File: config.mk
export PLATFORM = sky130hd
export DESIGN_NAME = gate_exerciser
export DESIGN_NICKNAME = d
export VERILOG_FILES = /design/src/rtl/gate_exerciser_pkg.sv /design/src/rtl/gate_exerciser_settle_timer.sv /design/src/rtl/gate_exerciser.sv
export SDC_FILE = /design/constraint.sdc
export NUM_CORES = 1
export LEC_CHECK = 0
export ABC_AREA = 1
export CAP_MARGIN = 0
export CORE_MARGIN = 1.5
export CORE_UTILIZATION = 30
export CTS_CLUSTER_DIAMETER = 80
export CTS_CLUSTER_SIZE = 12
export DETAILED_ROUTE_END_ITERATION = 8
export HOLD_SLACK_MARGIN = 0.1
export PLACE_DENSITY = 0.52
export SETUP_SLACK_MARGIN = 0.05
export SYNTH_ARGS = -nofsm -noshare
export SYNTH_HDL_FRONTEND = slang
export SYNTH_SLANG_ARGS = --single-unit
export TNS_END_PERCENT = 50
File: constraint.sdc
create_clock -name clk_i -period 2.7 [get_ports clk_i]
set_input_delay 0.27 -clock clk_i [delete_from_list [all_inputs] [get_ports clk_i]]
set_output_delay 0.27 -clock clk_i [all_outputs]
set_load 0.03 [all_outputs]
File: src/rtl/gate_exerciser_pkg.sv
// Shared types and reference truth tables for the gate exerciser.
// Truth-table bit v is the expected gate output for input vector v.
package gate_exerciser_pkg;

  typedef enum logic [1:0] {
    ST_IDLE   = 2'd0,
    ST_SETTLE = 2'd1,
    ST_SAMPLE = 2'd2,
    ST_DONE   = 2'd3
  } state_t;

  localparam logic [3:0] TT_AND  = 4'b1000;
  localparam logic [3:0] TT_NAND = 4'b0111;
  localparam logic [3:0] TT_OR   = 4'b1110;
  localparam logic [3:0] TT_NOR  = 4'b0001;
  localparam logic [3:0] TT_XOR  = 4'b0110;
  localparam logic [1:0] TT_NOT  = 2'b01;

endpackage

File: src/rtl/gate_exerciser_settle_timer.sv
// Loadable down-counter with a zero flag; holds at zero until reloaded.
module settle_timer #(
  parameter int WIDTH = 2
) (
  input  logic             clk_i,
  input  logic             rst_ni,
  input  logic             load_i,
  input  logic [WIDTH-1:0] load_val_i,
  output logic             zero_o
);

  logic [WIDTH-1:0] cnt_q;

  always_ff @(posedge clk_i or negedge rst_ni) begin
    if (!rst_ni) begin
      cnt_q <= '0;
    end else if (load_i) begin
      cnt_q <= load_val_i;
    end else if (cnt_q != '0) begin
      cnt_q <= cnt_q - 1'b1;
    end
  end

  assign zero_o = (cnt_q == '0);

endmodule

File: src/rtl/gate_exerciser.sv
// Self-running truth-table exerciser: walks every input vector, samples the gate, tallies mismatches.
// Optional GATE_EXERCISER_STOP_ON_FAIL_EN: end the run at the first mismatching vector.
//
// state  | meaning
// IDLE   | waiting for start_i, dut_in_o driven to 0
// SETTLE | vector applied, waiting for the gate output to settle
// SAMPLE | compare dut_y_i with the expected bit, advance or finish
// DONE   | one-cycle done_o pulse, results valid
module gate_exerciser
  import gate_exerciser_pkg::*;
#(
  parameter int                        N_INPUTS      = 2,
  parameter int                        SETTLE_CYCLES = 2,
  parameter logic [2**N_INPUTS-1:0]    EXPECTED      = TT_AND
) (
  input  logic                     clk_i,
  input  logic                     rst_ni,
  input  logic                     start_i,
  input  logic                     dut_y_i,
  output logic [N_INPUTS-1:0]      dut_in_o,
  output logic                     busy_o,
  output logic                     done_o,
  output logic                     pass_o,
  output logic [N_INPUTS:0]        err_count_o,
  output logic [2**N_INPUTS-1:0]   fail_vec_o
);

  localparam int              N_VEC       = 2**N_INPUTS;
  localparam int              TW          = $clog2(SETTLE_CYCLES + 1);
  localparam logic [TW-1:0]   SETTLE_LOAD = TW'(SETTLE_CYCLES - 1);
  localparam logic [N_INPUTS:0] ERR_ONE   = 1;

  state_t              state_q;
  logic [N_INPUTS-1:0] vec_q;
  logic [N_INPUTS:0]   err_q;
  logic [N_VEC-1:0]    fail_q;
  logic                pass_q;
  logic                timer_load;
  logic                timer_zero;
  logic                mismatch;
  logic                last_vec;
  logic                stop;

  assign mismatch = (dut_y_i != EXPECTED[vec_q]);
  assign last_vec = (vec_q == '1);

`ifdef GATE_EXERCISER_STOP_ON_FAIL_EN
  assign stop = last_vec | mismatch;
`else
  assign stop = last_vec;
`endif

  // Reload on run start and on every move from SAMPLE back to SETTLE.
  assign timer_load = ((state_q == ST_IDLE) && start_i) ||
                      ((state_q == ST_SAMPLE) && !stop);

  settle_timer #(
    .WIDTH(TW)
  ) u_settle_timer (
    .clk_i      (clk_i),
    .rst_ni     (rst_ni),
    .load_i     (timer_load),
    .load_val_i (SETTLE_LOAD),
    .zero_o     (timer_zero)
  );

  always_ff @(posedge clk_i or negedge rst_ni) begin
    if (!rst_ni) begin
      state_q <= ST_IDLE;
      vec_q   <= '0;
      err_q   <= '0;
      fail_q  <= '0;
      pass_q  <= 1'b0;
    end else begin
      case (state_q)
        ST_IDLE: begin
          if (start_i) begin
            state_q <= ST_SETTLE;
            vec_q   <= '0;
            err_q   <= '0;
            fail_q  <= '0;
            pass_q  <= 1'b0;
          end
        end
        ST_SETTLE: begin
          if (timer_zero) state_q <= ST_SAMPLE;
        end
        ST_SAMPLE: begin
          if (mismatch) begin
            err_q         <= err_q + ERR_ONE;
            fail_q[vec_q] <= 1'b1;
          end
          if (stop) begin
            state_q <= ST_DONE;
            pass_q  <= !mismatch && (err_q == '0);
          end else begin
            state_q <= ST_SETTLE;
            vec_q   <= vec_q + 1'b1;
          end
        end
        ST_DONE: state_q <= ST_IDLE;
        default: state_q <= ST_IDLE;
      endcase
    end
  end

  assign dut_in_o    = (state_q == ST_IDLE) ? '0 : vec_q;
  assign busy_o      = (state_q == ST_SETTLE) || (state_q == ST_SAMPLE);
  assign done_o      = (state_q == ST_DONE);
  assign pass_o      = pass_q;
  assign err_count_o = err_q;
  assign fail_vec_o  = fail_q;

endmodule

-- After elaboration in Yosys (flattened, before gate mapping)
Cells that the tools add are included.
- input port bits: 4
- register bits: 14
- add/subtract/negate cells: 3
- reductions and logical operators: 18
- magnitude comparators: 2
- equality and inequality tests: 10
- mux-type cells: 23
- bitwise gates (word level): 1
- operators with widths (operator ; number):
    $mux W2 ; 8
    $ne A2 B2 Y1 const B ; 5
    $reduce_and A3 Y1 ; 3
    $mux W4 ; 2
    $pmux W2 S4 ; 1
    $pmux W4 S2 ; 1
    $eq A2 B2 Y1 const B ; 3
    $mux W3 ; 2
    $pmux W3 S2 ; 1
    $reduce_bool A2 Y1 ; 3
    $logic_and A1 B1 Y1 ; 4
    $logic_not A2 Y1 ; 2
    $mux W1 ; 4
    $or A4 B4 Y4 ; 1
    $pmux W2 S2 ; 1
    $add A3 B1 Y3 const B ; 1
    $logic_not A3 Y1 ; 1
    $lt A2 B3 Y1 const B ; 1
    $add A2 B1 Y2 const B ; 1
    $bmux W1 S2 ; 1
    $demux W1 S2 ; 1
    $eq A2 B1 Y1 const B ; 1
    $ge A2 B1 Y1 const B ; 1
    $logic_not A1 Y1 ; 2
    5 further kinds ; 6

-- Logic depth before layout (Yosys ltp)
Gate-level depths: netlist of the first run.
- word-level depth: 7
- gate-level depth with buffers: 8
- gate-level depth less buffers: 8

-- Hierarchy
From an unflattened synthesis of the first run, not the netlist that was laid out.
- cell total of the unflattened synthesis: 131
- area total of the unflattened synthesis: 984.7 um2
- modules (own cells, without submodules) (module ; instances ; area an instance (um2) ; sequential area each (um2) ; cells each):
    gate_exerciser ; 1 ; 864.6 ; 300.3 ; 114
    settle_timer ; 1 ; 120.1 ; 50.0 ; 17

-- Worst setup path after synthesis of the first run
No wires, ideal clock.
- path type: register -> output
- start: register state_q[0]
- end: output dut_in_o[1]
- path slack: 1.279 ns
- path buffers: 0
- arrival time: 1.151 ns
- data required time: 2.430 ns
- stages on the path, launching flop included: 4
- path through: dfrtp_1 inv_1 ha_1 nor2_1
- longest elaborated chain between the ends: 2
- RTL lines (item ; line ; text):
    from (decl) ; gate_exerciser.sv:33 ; state_t state_q;
    from (signal assigned) ; gate_exerciser.sv:69 ; state_q <= ST_IDLE;
    from (signal assigned) ; gate_exerciser.sv:78 ; state_q <= ST_SETTLE;
    from (signal assigned) ; gate_exerciser.sv:86 ; if (timer_zero) state_q <= ST_SAMPLE;
    $logic_not A2 Y1 ; gate_exerciser.sv:107 ; assign dut_in_o = (state_q == ST_IDLE) ? '0 : vec_q;
    $mux W2 ; gate_exerciser.sv:107 ;
    to (decl) ; gate_exerciser.sv:20 ; output logic [N_INPUTS-1:0] dut_in_o,
Every way passes these cells.

-- Final worst setup path of the first run
Same ends and word-level chain as after synthesis.

==> flow_summary.json, run 1 <==
{
  "outcome": "complete, no violations",
  "mostFrequentLayoutCell": "nand2_1",
  "firstDrtPassIters": 4,
  "cap_violations": 0,
  "syn_area_per_cell_um2": 7.76,
  "synthCells": 124,
  "grt_use_total_pct": 12.7,
  "grt_pass1_vias": 748,
  "grt_max_degree": 15,
  "grt_pass1_wl_um": 3330,
  "core_area_um2": 3050,
  "pre_cts_slack_ns": 0.830,
  "fin_nets": 162,
  "r2r-end": "u_settle_timer.cnt_q[0]",
  "die_x_um": 59.6,
  "cp-end-kind": "primary output",
  "finClkSkew_ns": 0.00116,
  "hold_viol_final": 0,
  "synth_top_cell_by_area": "dfrtp_1",
  "startpoint_type": "register",
  "drc": 0,
  "antenna_found_initial": 0,
  "place_area_um2": 1170,
  "postCtsSetupBuffers": 0,
  "pwr_density_cell_nw_per_um2": 925,
  "portBuffers": 15,
  "netlist-cell-type-count": 18,
  "syn_nets": 142,
  "synth_xor_area_share_pct": 0.910,
  "rows": 20,
  "fin_crit_sh_pct": 80.6,
  "maxSlewHeadroom_pct": 53.7,
  "drt_iter0_drc": 11,
  "io_pins": 16,
  "die-area_um2": 3560,
  "synthAdderAreaFrac_pct": 18.2,
  "n_antenna_cell": 0,
  "dpl.cell_count": 183,
  "grt_remaining_overflow": 0,
  "wire_per_inst_um": 10.5,
  "worstSetupPathType": "register to primary output",
  "synth_area_um2": 962,
  "setup_slack_ns": 0.523,
  "cts_buffers": 3,
  "layout-drive-gt1-share_pct": 8.39,
  "synthTopCellsByArea": "dfrtp_1 36%, ha_1 18%, nand2_1 14%",
  "max_slew.worst_pin.slew_ns": 0.692,
  "initial_utilization_pct": 31.5,
  "cts.clk_slew.worst_paths_ns": 0.09,
  "hpwl_um": 1530,
  "fin_tns_setup_ns": 0,
  "hold_slack_ns": 0.396,
  "fin_crit_ns": 2.18,
  "cts_root_buffer": "clkbuf_4",
  "vias": 785,
  "final_max_slew_viol_count": 0,
  "ys_seq_area_share_pct": 36.4,
  "cts.sinks": 14,
  "r2r_slack_ns": 1.13,
  "final_cells": 187,
  "setup_viol": 0,
  "ant_nets": 0,
  "h-tree-depth": 1,
  "max_freq_mhz": 459,
  "design_area_um2": 1200,
  "syn2layout_area_growth_pct": 25.1,
  "synth_top_family_by_area": "simple AND/OR/NAND/NOR gates",
  "via_per_inst": 4.20,
  "rsz0062_at_grt": "false",
  "synthMuxAreaShare_pct": 0,
  "ys_ff_latch": 14,
  "cts-resized-gates": 0,
  "cp.arrival_ns": 1.91,
  "clock_latency_ns": 0.28,
  "synth_top_area_share_pct": 36.4,
  "crit_path_max_fanout": 5,
  "fp.dieH_um": 59.6,
  "gp_congestion": 0.787,
  "final_cell_mix": "35 x nand2_1, 18 x nor2_1, 17 x inv_1, 15 x clkdlybuf4s50_1",
  "yosysWarningCount": 0,
  "max-vdd-ir-drop_mv": 0.532,
  "hold_buffers": 0,
  "crit_required_ns": 2.43,
  "worstHoldPathType": "input pin to asynchronous set/reset pin",
  "wirelength_um": 1970,
  "reg2reg_from": "state_q[0]",
  "synth-simple-area-share_pct": 34.9,
  "cts_tree": "done",
  "reg2reg_depth": 5,
  "total_leakage_power_nw": 0.613,
  "max-clock-path-buffers": 2,
  "synth_compound_area_share_pct": 2.60
}
-- cell type report --
class | count | area, um^2
fillers | 335 | 1850
clock buffers | 4 | 36.3
multi-input cells | 92 | 544
well taps | 44 | 55.1
flip-flops and latches | 14 | 350
inverters | 18 | 67.6
repair buffers | 15 | 150
-- sequential cells by signal, indices dropped and copies added, names as in the netlist --
signal	flops
u_settle_timer.cnt_q	2
fail_vec_o	4
err_count_o	3
state_q	2
vec_q	2
pass_o	1
-- worst max-delay path by stage --
stage | startpoint | end | slack (ns) | cells past startpoint
after floorplan | state_q[0] | dut_in_o[1] | 1.28 | 3
after global placement | state_q[0] | dut_in_o[1] | 0.88 | 4
after detailed placement | state_q[0] | dut_in_o[1] | 0.83 | 4
after CTS | state_q[0] | dut_in_o[1] | 0.50 | 4
after global routing | state_q[0] | dut_in_o[1] | 0.41 | 4
final | state_q[0] | dut_in_o[1] | 0.52 | 4
-- logic make-up after synthesis --
| logic type | Yosys count |
|---|---|
| AO/OA/AOI/OAI | 5 |
| AND/OR/NAND/NOR | 72 |
| XOR/XNOR | 1 |
| adder cells (fa/ha/maj) | 14 |
| flip-flops | 14 |
| buffers and inverters | 18 |
-- worst max-delay path: stages (launching register included) --
cell             delay [ns]
dfrtp_1                0.42
inv_1                  0.12
ha_1                   0.28
nor2_1                 0.12
clkdlybuf4s50_1        0.67
-- power breakdown --
group	internal (mW)	leakage, nW	switching [mW]
Combinational	0.241	0.406	0.404
Clock	0.0821	0.0210	0.0750
Sequential	0.262	0.187	0.0496
Total	0.585	0.613	0.528
-- per-stage QoR --
step,power [mW],util (%)
floorplan,0.789,-
global placement,0.958,38.2
detailed placement,0.970,38.2
CTS,1.13,39.4
global route,1.23,39.4
finish,1.11,39.4
-- Yosys cell counts (all sizes together) --
cell type  number
nand2          36
a21oi           1
nand3b          1
ha             14
or2             2
o21ai           4
nor2           22
xnor2           1
inv            18
nand3           9
dfrtp          14
nand4           2
-- layer usage --
metal / global-route usage (%) / wire (um) / part of all wire [%] / vias up
met4: 2.86 / 26 / 1.3 / 0
met5: 0 / 0 / 0 / -
met2: 20.4 / 913 / 46 / 15
met1: 16.2 / 939 / 48 / 351
met3: 4.80 / 91 / 4.6 / 2
li1: - / - / - / 417
Note: power is estimated with default switching activity, not from simulation.
==> run 2, diff against run 1 <==
==> constraint.sdc (replaced) <==
create_clock -name clk_i -period 2.15 [get_ports clk_i]
set_input_delay 0.215 -clock clk_i [delete_from_list [all_inputs] [get_ports clk_i]]
set_output_delay 0.215 -clock clk_i [all_outputs]
set_load 0.03 [all_outputs]
==> flow_summary.json, run 2 (synthesized netlist as in run 1, its figures left out) <==
{
  "outcome": "complete, no violations",
  "cp.arrival_ns": 1.77,
  "gp_congestion": 0.789,
  "h-tree-depth": 1,
  "clock_latency_ns": 0.28,
  "max_freq_mhz": 504,
  "max-vdd-ir-drop_mv": 0.694,
  "pwr_density_cell_nw_per_um2": 1150,
  "fill_cells": 334,
  "setup_viol": 0,
  "cts_root_buffer": "clkbuf_4",
  "ant_nets": 0,
  "fin_crit_ns": 1.98,
  "grt_max_degree": 15,
  "die-area_um2": 3560,
  "vias": 782,
  "postCtsSetupBuffers": 0,
  "max-clock-path-buffers": 2,
  "grt_pass1_wl_um": 3330,
  "io_pins": 16,
  "initial_utilization_pct": 31.5,
  "cp-end-kind": "primary output",
  "cts_tree": "done",
  "via_per_inst": 4.18,
  "layout-drive-gt1-share_pct": 8.39,
  "n_antenna_cell": 0,
  "hold_viol_final": 0,
  "multi_input_area_um2": 544,
  "grt_pass1_vias": 740,
  "largest_reg_flops": 4,
  "cts_buffers": 3,
  "design_area_um2": 1200,
  "maxSlewHeadroom_pct": 55.6,
  "portBuffers": 15,
  "worstSetupPathType": "register to primary output",
  "rsz0062_at_grt": "false",
  "core_area_um2": 3050,
  "wire_per_inst_um": 10.2,
  "rows": 20,
  "regArea_um2": 350,
  "mostFrequentLayoutCell": "nand2_1",
  "grt_use_total_pct": 12.7,
  "hold_buffers": 0,
  "total_leakage_power_nw": 0.635,
  "drt_iter0_drc": 12,
  "syn2layout_area_growth_pct": 25.2,
  "drc": 0,
  "cts.sinks": 14,
  "firstDrtPassIters": 3,
  "fin_tns_setup_ns": 0,
  "place_area_um2": 1170,
  "hold_slack_ns": 0.327,
  "fp.dieH_um": 59.6,
  "final_cell_mix": "35 x nand2_1, 18 x nor2_1, 17 x inv_1, 14 x ha_1, 14 x dfrtp_1",
  "final_max_slew_viol_count": 0,
  "cts.clk_slew.worst_paths_ns": 0.09,
  "crit_required_ns": 1.93,
  "wirelength_um": 1910,
  "fin_crit_sh_pct": 92.3,
  "die_x_um": 59.6,
  "max_slew.worst_pin.slew_ns": 0.664,
  "cap_violations": 0,
  "startpoint_type": "register",
  "hpwl_um": 1460,
  "crit_path_max_fanout": 5,
  "worstHoldPathType": "input pin to asynchronous set/reset pin",
  "antenna_found_initial": 0,
  "grt_remaining_overflow": 0,
  "fin_nets": 162,
  "finClkSkew_ns": 0.00398
}
-- run 2: metrics by stage --
stage	cells	util, %	setup slack (ns)	total power [mW]
4_1_cts	187	39.4	0.0528	1.42
6_report	187	39.5	0.166	1.39
3_3_place_gp	183	38.2	0.385	1.20
2_1_floorplan	124	-	0.784	0.991
3_5_place_dp	183	38.2	0.349	1.21
5_1_grt	187	39.5	0.0654	1.54
-- run 2: worst paths after layout --
check                                     endpoint        from  slack (ns)  cells after the start
max                                         busy_o  state_q[1]        0.17                      3
min                                 err_count_o[0]      rst_ni        0.33                      1
max reg2reg                u_settle_timer.cnt_q[0]  state_q[0]        0.60                      5
min reg2reg                                 pass_o      pass_o        0.50                      2
max in group asynchronous  u_settle_timer.cnt_q[1]      rst_ni        1.39                      1
min in group clk_i                          pass_o      pass_o        0.50                      2
-- run 2: cell type report --
cell class	count	share of cell area, %
multi-input combinational	92	45.2
sequential	14	29.1
timing repair buffer	15	12.6
inverter	18	5.61
tap	44	4.57
clock buffer	4	3.01
-- run 2: power breakdown --
group          total, mW  internal (mW)  switching (mW)
Clock              0.193          0.103          0.0896
Combinational      0.806          0.302           0.504
Sequential         0.392          0.329          0.0626
-- run 2: layer usage --
| layer | wire length (um) | GRT usage, % |
|---|---|---|
| met1 | 943 | 16.9 |
| met2 | 859 | 19.5 |
| met3 | 86 | 4.80 |
| met4 | 17 | 2.86 |
| met5 | 0 | 0 |
-- run 2: worst max-delay path: stages (launching register included) --
cell and delay, ns:
dfrtp_1 0.42, inv_1 0.11, ha_1 0.29, clkdlybuf4s50_1 0.66
-- run 2: timing repair --
item,CTS,global route
endpoints found under the setup margin,1,1
pin swaps,0,0
endpoints found under the hold margin,0,0
resized for setup,1,1
